**config.mk**
```make
export PLATFORM = sky130hd
export DESIGN_NAME = duck_spawn_gen
export DESIGN_NICKNAME = d
export VERILOG_FILES = /design/src/rtl/duck_spawn_gen.sv
export SDC_FILE = /design/constraint.sdc
export NUM_CORES = 1
export LEC_CHECK = 0
export CAP_MARGIN = 30
export CORE_MARGIN = 1.5
export CORE_UTILIZATION = 49
export DETAILED_ROUTE_END_ITERATION = 8
export PLACE_DENSITY_LB_ADDON = 0.2
export SLEW_MARGIN = 15
export SYNTH_ARGS = -nofsm -noshare
export SYNTH_HDL_FRONTEND = slang
export SYNTH_SLANG_ARGS = --single-unit
```
**constraint.sdc**
```tcl
create_clock -name clk -period 4.24 [get_ports clk]
set_input_delay 1.06 -clock clk [delete_from_list [all_inputs] [get_ports clk]]
set_output_delay 1.06 -clock clk [all_outputs]
set_load 0.01 [all_outputs]
```
**src/rtl/duck_spawn_gen.sv**
```systemverilog
// duck_spawn_gen: turns a free-running 16-bit RNG stream into a legal duck spawn
// (x, y, heading, speed) on request from the game FSM.
// Ports:
//   clk, reset (sync, active-low)  | rng_value[15:0] new random word every cycle
//   spawn_req / spawn_ack          | request handshake from the game FSM
//   duck_x/duck_y[9:0], duck_dir[1:0], duck_speed[2:0], spawn_valid, busy
// Latency: req seen at E0 -> spawn_valid after E3, plus one cycle per x rejection.
// Backpressure: results hold in VALID until spawn_ack; req ignored while busy.
module duck_spawn_gen #(
  parameter int X_MAX     = 608,
  parameter int Y_MIN     = 32,
  parameter int MAX_RETRY = 8
) (
  input  logic        clk,
  input  logic        reset,
  input  logic [15:0] rng_value,
  input  logic        spawn_req,
  input  logic        spawn_ack,
  output logic [9:0]  duck_x,
  output logic [9:0]  duck_y,
  output logic [1:0]  duck_dir,
  output logic [2:0]  duck_speed,
  output logic        spawn_valid,
  output logic        busy
);

  // Retry counter is at least 3 bits wide and wide enough to hold MAX_RETRY.
  localparam int RW = ($clog2(MAX_RETRY + 1) < 3) ? 3 : $clog2(MAX_RETRY + 1);
  localparam logic [9:0]    X_MAX_L    = X_MAX[9:0];
  localparam logic [9:0]    Y_MIN_L    = Y_MIN[9:0];
  localparam logic [RW-1:0] RETRY_LAST = RW'(MAX_RETRY - 1);

  typedef enum logic [2:0] {
    S_IDLE,
    S_SAMPLE_X,
    S_SAMPLE_Y,
    S_SAMPLE_D,
    S_VALID
  } state_t;

  state_t        r_state;
  state_t        w_state_nxt;
  logic [RW-1:0] r_retry;
  logic [RW-1:0] w_retry_nxt;
  logic [9:0]    r_duck_x,     w_duck_x_nxt;
  logic [9:0]    r_duck_y,     w_duck_y_nxt;
  logic [1:0]    r_duck_dir,   w_duck_dir_nxt;
  logic [2:0]    r_duck_speed, w_duck_speed_nxt;
  logic          r_spawn_valid;

  logic          w_x_ok;
  logic [2:0]    w_speed_raw;
  logic          w_unused;

  // Only the low 10 bits of the RNG word are ever consumed.
  assign w_unused    = ^rng_value[15:10];
  assign w_x_ok      = (rng_value[9:0] <= X_MAX_L);
  assign w_speed_raw = rng_value[4:2];

  always_comb begin
    w_state_nxt      = r_state;
    w_retry_nxt      = r_retry;
    w_duck_x_nxt     = r_duck_x;
    w_duck_y_nxt     = r_duck_y;
    w_duck_dir_nxt   = r_duck_dir;
    w_duck_speed_nxt = r_duck_speed;

    unique case (r_state)
      S_IDLE: begin
        if (spawn_req) begin
          w_state_nxt = S_SAMPLE_X;
        end
      end
      S_SAMPLE_X: begin
        if (w_x_ok) begin
          w_duck_x_nxt = rng_value[9:0];
          w_retry_nxt  = '0;
          w_state_nxt  = S_SAMPLE_Y;
        end else if (r_retry == RETRY_LAST) begin
          // Out of retries: a 9-bit value is always on screen, so take it as-is.
          w_duck_x_nxt = {1'b0, rng_value[8:0]};
          w_retry_nxt  = '0;
          w_state_nxt  = S_SAMPLE_Y;
        end else begin
          w_retry_nxt  = r_retry + 1'b1;
        end
      end
      S_SAMPLE_Y: begin
        w_duck_y_nxt = Y_MIN_L + {2'b00, rng_value[7:0]};
        w_state_nxt  = S_SAMPLE_D;
      end
      S_SAMPLE_D: begin
        w_duck_dir_nxt   = rng_value[1:0];
        // A stationary duck is not allowed; speed 0 is promoted to 1.
        w_duck_speed_nxt = (w_speed_raw == 3'd0) ? 3'd1 : w_speed_raw;
        w_state_nxt      = S_VALID;
      end
      S_VALID: begin
        // Ack wins over a concurrent req; the req is not remembered.
        if (spawn_ack) begin
          w_state_nxt = S_IDLE;
        end
      end
      default: begin
        w_state_nxt = S_IDLE;
        w_retry_nxt = '0;
      end
    endcase
  end

  always_ff @(posedge clk) begin
    if (!reset) begin
      r_state       <= S_IDLE;
      r_retry       <= '0;
      r_duck_x      <= '0;
      r_duck_y      <= '0;
      r_duck_dir    <= 2'b00;
      r_duck_speed  <= 3'd1;
      r_spawn_valid <= 1'b0;
    end else begin
      r_state       <= w_state_nxt;
      r_retry       <= w_retry_nxt;
      r_duck_x      <= w_duck_x_nxt;
      r_duck_y      <= w_duck_y_nxt;
      r_duck_dir    <= w_duck_dir_nxt;
      r_duck_speed  <= w_duck_speed_nxt;
      // Registered copy of "next state is VALID" so it tracks the state exactly.
      r_spawn_valid <= (w_state_nxt == S_VALID);
    end
  end

  assign duck_x      = r_duck_x;
  assign duck_y      = r_duck_y;
  assign duck_dir    = r_duck_dir;
  assign duck_speed  = r_duck_speed;
  assign spawn_valid = r_spawn_valid;
  assign busy        = (r_state != S_IDLE);

endmodule

```
==> results of run 1 <==
-- cells in the final DEF (no fill, tap or decap), types with 2 or more instances in the layout --
| master | n |
|---|---|
| clkdlybuf4s50_1 | 39 |
| dfxtp_1 | 32 |
| nand2_1 | 26 |
| nand4_1 | 13 |
| a31oi_1 | 12 |
| nor2_1 | 11 |
| a21oi_1 | 11 |
| nor3_1 | 10 |
| o311ai_1 | 8 |
| mux2i_1 | 5 |
| clkbuf_4 | 5 |
| nand3_1 | 4 |
| a211oi_1 | 3 |
| o21ai_0 | 3 |
| nand4b_1 | 3 |
| inv_1 | 2 |
| nand3b_1 | 2 |
| ha_1 | 2 |
| clkbuf_8 | 2 |
| buf_4 | 2 |
-- power groups by stage --
stage                     sequential, mW  clock [mW]  combinational (mW)
final                              0.326       0.262               0.109
after CTS                          0.326       0.267               0.109
after detailed placement           0.333           0               0.109
after global routing               0.328       0.281               0.119
after global placement             0.332           0               0.105
after floorplan                    0.336           0              0.0607
-- cell usage after synthesis, types with 2 or more instances --
cell type,number,area (sq um)
a211oi_1,3,22.52
a21oi_1,11,55.05
a31oi_1,12,75.07
buf_2,3,15.01
buf_6,5,56.30
clkbuf_1,7,26.28
dfxtp_1,32,640.6
ha_1,2,25.02
inv_1,2,7.510
mux2i_1,5,50.05
nand2_1,26,97.59
nand3_1,4,20.02
nand3b_1,2,15.01
nand4_1,13,81.33
nand4b_1,3,26.28
nor2_1,11,41.29
nor3_1,10,50.05
o21ai_0,3,15.01
o311ai_1,8,70.07
-- worst max-delay path, stage by stage (launching register included) --
cell	delay [ns]
dfxtp_1	0.39
or3_1	0.39
clkdlybuf4s50_1	0.49
-- flip-flops by register name, summed over array words and instances (netlist names) --
name / cells
spawn_valid: 1
duck_dir: 2
duck_x: 10
r_state: 3
duck_y: 9
duck_speed: 3
r_retry: 4
-- area by class of cell --
class / count / area, sq um
fillers: 272 / 1049
multi-input cells: 127 / 759.5
flip-flops and latches: 32 / 640.6
repair buffers: 42 / 410.4
clock buffers: 7 / 65.06
well taps: 33 / 41.29
clock inverters: 1 / 30.03
inverters: 2 / 7.507
-- stage by stage --
step | worst slack, ns | cells
after floorplan | 2.069 | 178
after CTS | 1.575 | 244
after detailed placement | 1.319 | 236
final | 1.598 | 244
after global placement | 1.353 | 235
after global routing | 1.511 | 244
-- worst max path at each step --
stage / end / cells past startpoint / slack (ns)
final: busy / 2 / 1.60
after global placement: r_retry[3]$_SDFFE_PN0N_ / 6 / 1.35
after floorplan: r_retry[1]$_SDFFE_PN0N_ / 5 / 2.07
after CTS: busy / 2 / 1.58
after detailed placement: r_retry[0]$_SDFFE_PN0N_ / 6 / 1.32
after global routing: busy / 2 / 1.51
-- logic make-up (layout without fill, tap and decap cells) --
group,Yosys count,after routing,synth area share
simple gates,77,77,0.2560
mux,5,5,0.03292
xor+xnor,1,1,0.005762
buf+inv,19,52,0.07902
compound gates,41,41,0.1860
other cells,1,1,0.002467
fa+ha+maj,2,2,0.01646
flops,32,32,0.4214
-- per-layer routing --
metal,vias to the layer above,wire (um)
li1,725,-
met1,675,1501
met2,41,1711
met3,2,167
met4,0,17
met5,-,0
==> impl_metrics.csv, run 1 <==
group,metric,value,unit
timing,timing.hold.ws,0.4637,ns
clock_network,clock_sinks,32,
routing,drtAntennaViolNets,0,
place,port_buffers,39,
timing,slew_headroom,0.4485,
run_status,status,"finished, final reports clean",
synth,postSynthAreaPerCell,8.540,sq um
cells_and_area,drive_above_1_share,0.06161,
timing,fin_tns_setup,0,ns
global_route,overflow,0,
clock_network,clockBufferDepth,2,
synth,ys_seq_elements,32,
clock_network,htreeDepth,2,
timing,drv_slew,0,
global_route,top_usage_layer,"met2",
clock_network,cts_tree,"built",
power,p_sw,173.8,uW
global_route,gr-usage-met1,0.2593,
critical_path,reg2regPathDepth,5,
global_route,grt_pass1_wl,5602,um
die,dieArea,0.003446,sq mm
synth,synthesis.area,0.001520,sq mm
power,p_clk_frac,0.377,
timing,skew,0.01602,ns
die,die_y,58.70,um
critical_path,path_max_fanout,9,
power,ir_drop,0.2751,mV
synth,yosysUniqueCellTypes,35,
hold_path,hold_depth,2,
routing,dr.first_iter.drc_count,65,
power,seqPwrFrac,0.468,
power,p_comb_frac,0.156,
hold_path,hold_class,"reg2reg",
timing,hold_viol,0,
critical_path,crit_start,"r_state[1]$_SDFF_PN0_",
timing,period_share,0.6231,
synth,async_flop_share,0,
timing,fin_crit,2.642,ns
critical_path,rr_startpoint,"r_retry[0]$_SDFFE_PN0N_",
die,num_rows,20,
global_route,met3_usage,0.07033,
place,place_hpwl,2382,um
critical_path,reg2reg_to,"duck_x[7]$_SDFFE_PN0P_",
synth,yosysSeqAreaShare,0.4214,
die,start_util,0.5063,
synth,synthCells,178,
critical_path,cp.arrival,1.58,ns
global_route,grt_use_total,0.2153,
die,core_area,0.003003,sq mm
synth,synth_ff_type,"dfxtp_1",
cells_and_area,diodes,0,
cells_and_area,final_area,0.001954,sq mm
place,placed_cell_area,0.001859,sq mm
global_route,grt_max_degree,35,
routing,avgViaCountPerCell,5.914,
power,p_int,522.8,uW
cells_and_area,utilization,0.6508,
routing,first_pass_iters,4,
global_route,antenna_found_initial,0,
die,ios,47,
clock_network,cts_resized,0,
clock_network,clk_latency,0.34,ns
routing,routedWlPerCell,13.93,um
timing,worst_slew_pin_slew,0.8248,ns
power,power.share.switching,0.2495,
clock_network,clk_pin_slew_worst_paths,0.09,ns
power,power,696.6,uW
critical_path,cp-start-kind,"flip-flop",
die,fp.dieW,58.70,um
clock_network,cts_buffers,5,
routing,drc,0,
global_route,grtUsageMet2,0.3628,
timing,finalSetupViolCount,0,
clock_network,post_cts_buffers,0,
synth,synth_warnings,0,
critical_path,r2r_slack,2.42,ns
power,p_per_area,356.4,mW/mm^2
hold_path,min_to,"duck_y[6]$_SDFFE_PN0P_",
hold_path,hold_start,"duck_y[6]$_SDFFE_PN0P_",
power,leakage,0.6829,nW
critical_path,critPathCaptureType,"output port",
cells_and_area,area_delta_synth_final,28.56,%
synth,syn-num-nets,200,
critical_path,criticalPathCategory,"reg2out",
synth,synth-edff-count,0,
routing,vias,1443,
critical_path,crit_required,3.18,ns
routing,wl,3398,um
timing,fmax,0.3785,GHz
clock_network,postCtsHoldBufs,0,
cells_and_area,nNetsFinal,232,
timing,rsz0062_at_grt,"no",
clock_network,cts_root_buffer,"clkbuf_4",
global_route,grt_pass1_vias,1247,
place,gp_congestion,0.7537,
job,max_cap_violations,0,
(Power assumes the default switching activity.)
==> run 2: changes to the inputs <==
--- a/config.mk
+++ b/config.mk
@@ -7,7 +7,7 @@
 export LEC_CHECK = 0
 export CAP_MARGIN = 30
 export CORE_MARGIN = 1.5
-export CORE_UTILIZATION = 49
+export CORE_UTILIZATION = 46
 export DETAILED_ROUTE_END_ITERATION = 8
 export PLACE_DENSITY_LB_ADDON = 0.2
 export SLEW_MARGIN = 15
==> constraint.sdc (replaced) <==
create_clock -name clk -period 2.5 [get_ports clk]
set_input_delay 0.625 -clock clk [delete_from_list [all_inputs] [get_ports clk]]
set_output_delay 0.625 -clock clk [all_outputs]
set_load 0.01 [all_outputs]
==> run 2 against run 1 <==
Compared with the run above: flip-flop and latch count unchanged; register-to-register slack worse by 1.8 ns; design area grew 3.5%; clock power is 48% higher; clock-buffer cell count decreased by 1; critical path depth did not move; setup slack got worse by 1.3 ns; largest cell class unchanged.
==> impl_metrics.csv, run 2 (synthesized netlist as in run 1, its figures left out) <==
group,metric,value,unit
run_status,status,"finished, final reports clean",
clock_network,post_cts_buffers,0,
clock_network,clockBufferDepth,2,
power,p_comb_frac,0.173,
place,placed_cell_area,0.001936,sq mm
critical_path,critPathCaptureType,"output port",
cells_and_area,area_delta_synth_final,33.09,%
routing,drtAntennaViolNets,0,
global_route,grt_pass1_wl,5871,um
timing,setup_slack,0.2625,ns
clock_network,cts_buffers,5,
die,ios,47,
die,start_util,0.4899,
critical_path,path_max_fanout,9,
critical_path,rr_startpoint,"r_retry[0]$_SDFFE_PN0N_",
cells_and_area,final_common_cell,"clkdlybuf4s50_1",
timing,timing.hold.ws,0.4591,ns
power,p_sw,297.9,uW
die,core_area,0.003103,sq mm
timing,hold_viol,0,
timing,rsz0062_at_grt,"no",
timing,worst_slew_pin_slew,0.8527,ns
routing,first_pass_iters,6,
global_route,overflow,0,
timing,fmax,0.4469,GHz
critical_path,slowest_delay,0.49,ns
timing,finalSetupViolCount,0,
critical_path,crit_required,1.88,ns
clock_network,clk_pin_slew_worst_paths,0.10,ns
critical_path,criticalPathCategory,"reg2out",
job,max_cap_violations,0,
clock_network,clk_latency,0.34,ns
power,power.share.switching,0.2615,
clock_network,htreeDepth,2,
power,p_clk_frac,0.341,
power,power,1.139,mW
global_route,grt_max_degree,29,
global_route,antenna_found_initial,0,
critical_path,worst_path_max_delay_cell,"clkdlybuf4s50_1",
power,leakage,0.7183,nW
place,place_hpwl,2592,um
power,p_int,841.2,uW
die,die_y,60.49,um
cells_and_area,diodes,0,
power,p_per_area,563.0,mW/mm^2
hold_path,hold_start,"duck_y[3]$_SDFFE_PN0P_",
critical_path,crit_start,"r_state[1]$_SDFF_PN0_",
clock_network,cts_tree,"built",
cells_and_area,nNetsFinal,241,
cells_and_area,fillers,297,
routing,wl,3643,um
clock_network,cts_root_buffer,"clkbuf_4",
cells_and_area,drive_above_1_share,0.09545,
place,gp_congestion,0.7600,
timing,slew_headroom,0.4298,
routing,drc,0,
die,dieArea,0.003658,sq mm
power,seqPwrFrac,0.486,
power,ir_drop,0.3146,mV
routing,dr.first_iter.drc_count,143,
cells_and_area,largest_register_ffs,10,
cells_and_area,layout_common_cells,"clkdlybuf4s50_1, dfxtp_1, nand2_1",
global_route,grt_use_total,0.2165,
routing,vias,1494,
global_route,grt_pass1_vias,1359,
clock_network,clock_sinks,32,
hold_path,hold_class,"reg2reg",
clock_network,postCtsHoldBufs,0,
timing,fin_crit,2.238,ns
die,num_rows,20,
cells_and_area,final_area,0.002023,sq mm
place,preCtsSetupSlack,-0.09369,ns
die,fp.dieW,60.49,um
place,port_buffers,39,
critical_path,cp.arrival,1.61,ns
timing,skew,0.009239,ns
timing,period_share,0.8950,
timing,drv_slew,0,
critical_path,cp-start-kind,"flip-flop",
critical_path,crit_chain,"or3_1 -> clkdlybuf4s50_1",
routing,avgViaCountPerCell,5.659,
clock_network,cts_resized,0,
routing,routedWlPerCell,13.80,um
## run 2: final cells by class
| cell class | instances | area [sq um] | area share |
|---|---|---|---|
| clock buffers | 6 | 41.29 | 0.02041 |
| inverters | 2 | 7.507 | 0.003711 |
| multi-input cells | 127 | 759.5 | 0.3754 |
| well taps | 44 | 55.05 | 0.02721 |
| clock inverters | 2 | 35.03 | 0.01732 |
| flip-flops and latches | 32 | 640.6 | 0.3166 |
| repair buffers | 51 | 484.2 | 0.2393 |
## run 2: critical path: cells and delay by family, from the launching register on
family / cells / cell delay (ns)
flip-flops: 1 / 0.39
AND/OR/NAND/NOR: 1 / 0.39
buffers and inverters: 1 / 0.49
## run 2: stage by stage
step / TNS (ns) / std cells / util
finish: 0 / 264 / 0.6520
global route: 0 / 264 / 0.6520
CTS: 0 / 263 / 0.6484
detailed placement: -0.5888 / 255 / 0.6238
global placement: -0.03476 / 255 / 0.6238
floorplan: 0 / 178 / -
## run 2: power groups by stage
stage / Sequential (mW) / Clock, mW / Combinational (mW)
final: 0.553 / 0.388 / 0.198
after global placement: 0.563 / 0 / 0.190
after detailed placement: 0.565 / 0 / 0.195
after floorplan: 0.570 / 0 / 0.103
after global routing: 0.557 / 0.416 / 0.215
after CTS: 0.553 / 0.396 / 0.196
## run 2: path summary, 6_finish.rpt
| path | end | slack (ns) | cells past startpoint |
|---|---|---|---|
| min reg2reg | duck_y[3]$_SDFFE_PN0P_ | 0.46 | 2 |
| max | busy | 0.26 | 2 |
| max reg2reg | duck_x[4]$_SDFFE_PN0P_ | 0.60 | 5 |
| min | duck_y[3]$_SDFFE_PN0P_ | 0.46 | 2 |
## run 2: routing by layer
metal	vias to the layer above	global-route usage	wire length, um
met1	713	0.2216	1513
li1	740	-	-
met2	32	0.4099	1902
met5	-	0	0
met4	0	0.09006	65
met3	9	0.06183	161
==> run 3: changes to the inputs <==
--- a/config.mk
+++ b/config.mk
@@ -9,6 +9,8 @@
 export CORE_MARGIN = 1.5
 export CORE_UTILIZATION = 46
 export DETAILED_ROUTE_END_ITERATION = 8
+export HOLD_SLACK_MARGIN = 0.03
+export MAX_ROUTING_LAYER = met4
 export PLACE_DENSITY_LB_ADDON = 0.2
 export SLEW_MARGIN = 15
 export SYNTH_ARGS = -nofsm -noshare
==> run 3 against run 2 <==
Compared with the run above: clock-buffer cell count unchanged; sequential share of layout area unchanged; maximum frequency about the same; via count increased by 0.27%; register-to-register slack about the same; die area unchanged; clock skew about the same; first-iteration DRC count increased by 2.1%; wire length decreased by 0.22%; global-route usage increased by 0.69 points; utilization unchanged; cell count unchanged.
==> impl_metrics.csv, run 3 (synthesized netlist as in run 1, its figures left out) <==
group,metric,value,unit
clock_network,clk_latency,0.34,ns
die,die_y,60.49,um
power,p_clk_frac,0.341,
die,core_area,0.003103,sq mm
clock_network,cts_buffers,5,
clock_network,postCtsHoldBufs,0,
die,fp.dieW,60.49,um
place,placed_cell_area,0.001936,sq mm
critical_path,critPathCaptureType,"output port",
critical_path,critPathBufInv,1,
hold_path,hold_depth,2,
global_route,antenna_found_initial,0,
timing,worst_slew_pin_slew,0.8447,ns
global_route,grt_use_total,0.2234,
power,ir_drop,0.3146,mV
clock_network,post_cts_buffers,0,
cells_and_area,final_area,0.002023,sq mm
critical_path,reg2reg_to,"duck_x[4]$_SDFFE_PN0P_",
die,start_util,0.4899,
cells_and_area,area_delta_synth_final,33.09,%
critical_path,crit_required,1.88,ns
timing,skew,0.008840,ns
power,leakage,0.7183,nW
routing,avgViaCountPerCell,5.674,
hold_path,min_to,"duck_y[3]$_SDFFE_PN0P_",
timing,finalSetupViolCount,0,
global_route,grt_pass1_vias,1359,
clock_network,cts_root_buffer,"clkbuf_4",
timing,fmax,0.4469,GHz
clock_network,htreeDepth,2,
cells_and_area,nNetsFinal,241,
clock_network,cts_resized,0,
critical_path,cp-start-kind,"flip-flop",
power,power.share.switching,0.2615,
place,preCtsSetupSlack,-0.09369,ns
die,ios,47,
routing,first_pass_iters,4,
global_route,overflow,0,
cells_and_area,layout_common_cells,"clkdlybuf4s50_1, dfxtp_1, nand2_1",
critical_path,slowest_delay,0.49,ns
cells_and_area,largest_register_ffs,10,
timing,drv_slew,0,
routing,wl,3635,um
power,p_sw,297.8,uW
global_route,grt_pass1_wl,5865,um
cells_and_area,drive_above_1_share,0.09545,
place,port_buffers,39,
cells_and_area,diodes,0,
die,dieArea,0.003658,sq mm
timing,hold_viol,0,
critical_path,cp.arrival,1.61,ns
critical_path,crit_chain,"or3_1 -> clkdlybuf4s50_1",
cells_and_area,final_common_cell,"clkdlybuf4s50_1",
critical_path,reg2regPathDepth,5,
routing,drc,0,
place,gp_congestion,0.7700,
global_route,grt_max_degree,29,
hold_path,hold_start,"duck_y[3]$_SDFFE_PN0P_",
clock_network,clock_sinks,32,
timing,rsz0062_at_grt,"no",
timing,setup_slack,0.2626,ns
job,max_cap_violations,0,
critical_path,criticalPathCategory,"reg2out",
routing,vias,1498,
clock_network,clockBufferDepth,2,
timing,slew_headroom,0.4352,
critical_path,worst_path_max_delay_cell,"clkdlybuf4s50_1",
routing,dr.first_iter.drc_count,146,
power,p_int,841.2,uW
power,p_per_area,563.0,mW/mm^2
cells_and_area,utilization,0.6520,
routing,routedWlPerCell,13.77,um
timing,period_share,0.8950,
run_status,status,"finished, final reports clean",
power,power,1.139,mW
place,place_hpwl,2592,um
critical_path,path_max_fanout,9,
timing,timing.hold.ws,0.4591,ns
critical_path,rr_startpoint,"r_retry[0]$_SDFFE_PN0N_",
clock_network,cts_tree,"built",
die,num_rows,20,
critical_path,cp_top_family,"buffers and inverters",
timing,fin_crit,2.237,ns
power,p_comb_frac,0.173,
routing,drtAntennaViolNets,0,
hold_path,hold_class,"reg2reg",
critical_path,r2r_slack,0.60,ns
clock_network,clk_pin_slew_worst_paths,0.10,ns
power,seqPwrFrac,0.486,
run 3: area by class of cell:
type / count / area [sq um]
well taps: 44 / 55.05
inverters: 2 / 7.507
clock buffers: 6 / 41.29
fillers: 297 / 1080
flip-flops and latches: 32 / 640.6
multi-input cells: 127 / 759.5
repair buffers: 51 / 484.2
clock inverters: 2 / 35.03
run 3: metrics by stage:
stage	TNS [ns]	cells
floorplan	0	178
finish	0	264
global route	0	264
CTS	0	263
global placement	-0.03476	255
detailed placement	-0.5888	255
run 3: worst min-delay path: cells and delay by family, from the launching register on:
kind             cells  cell delay, ns
AO/OA/AOI/OAI        1            0.05
flip-flops           1            0.32
AND/OR/NAND/NOR      1            0.05
run 3: power by group through the flow:
stage	Combinational, mW	Clock (mW)	Sequential, mW
floorplan	0.103	0	0.570
global placement	0.190	0	0.563
detailed placement	0.195	0	0.565
CTS	0.196	0.396	0.553
global route	0.215	0.416	0.557
finish	0.198	0.388	0.553
run 3: worst max path at each step:
stage	start	cells past startpoint	end	slack (ns)
final	r_state[1]$_SDFF_PN0_	2	busy	0.26
after global routing	r_state[1]$_SDFF_PN0_	2	busy	0.17
after CTS	r_state[1]$_SDFF_PN0_	2	busy	0.26
after detailed placement	rng_value[7]	5	r_retry[2]$_SDFFE_PN0N_	-0.09
after global placement	rng_value[7]	5	r_retry[3]$_SDFFE_PN0N_	-0.02
after floorplan	rng_value[0]	5	r_retry[1]$_SDFFE_PN0N_	0.76
run 3: per-layer routing:
layer / wire length (um) / share of wire / global-route usage
met1: 1501 / 0.41 / 0.2243
met2: 1911 / 0.53 / 0.4099
met3: 155 / 0.043 / 0.05757
met4: 65 / 0.018 / 0.09006
met5: 0 / 0 / -
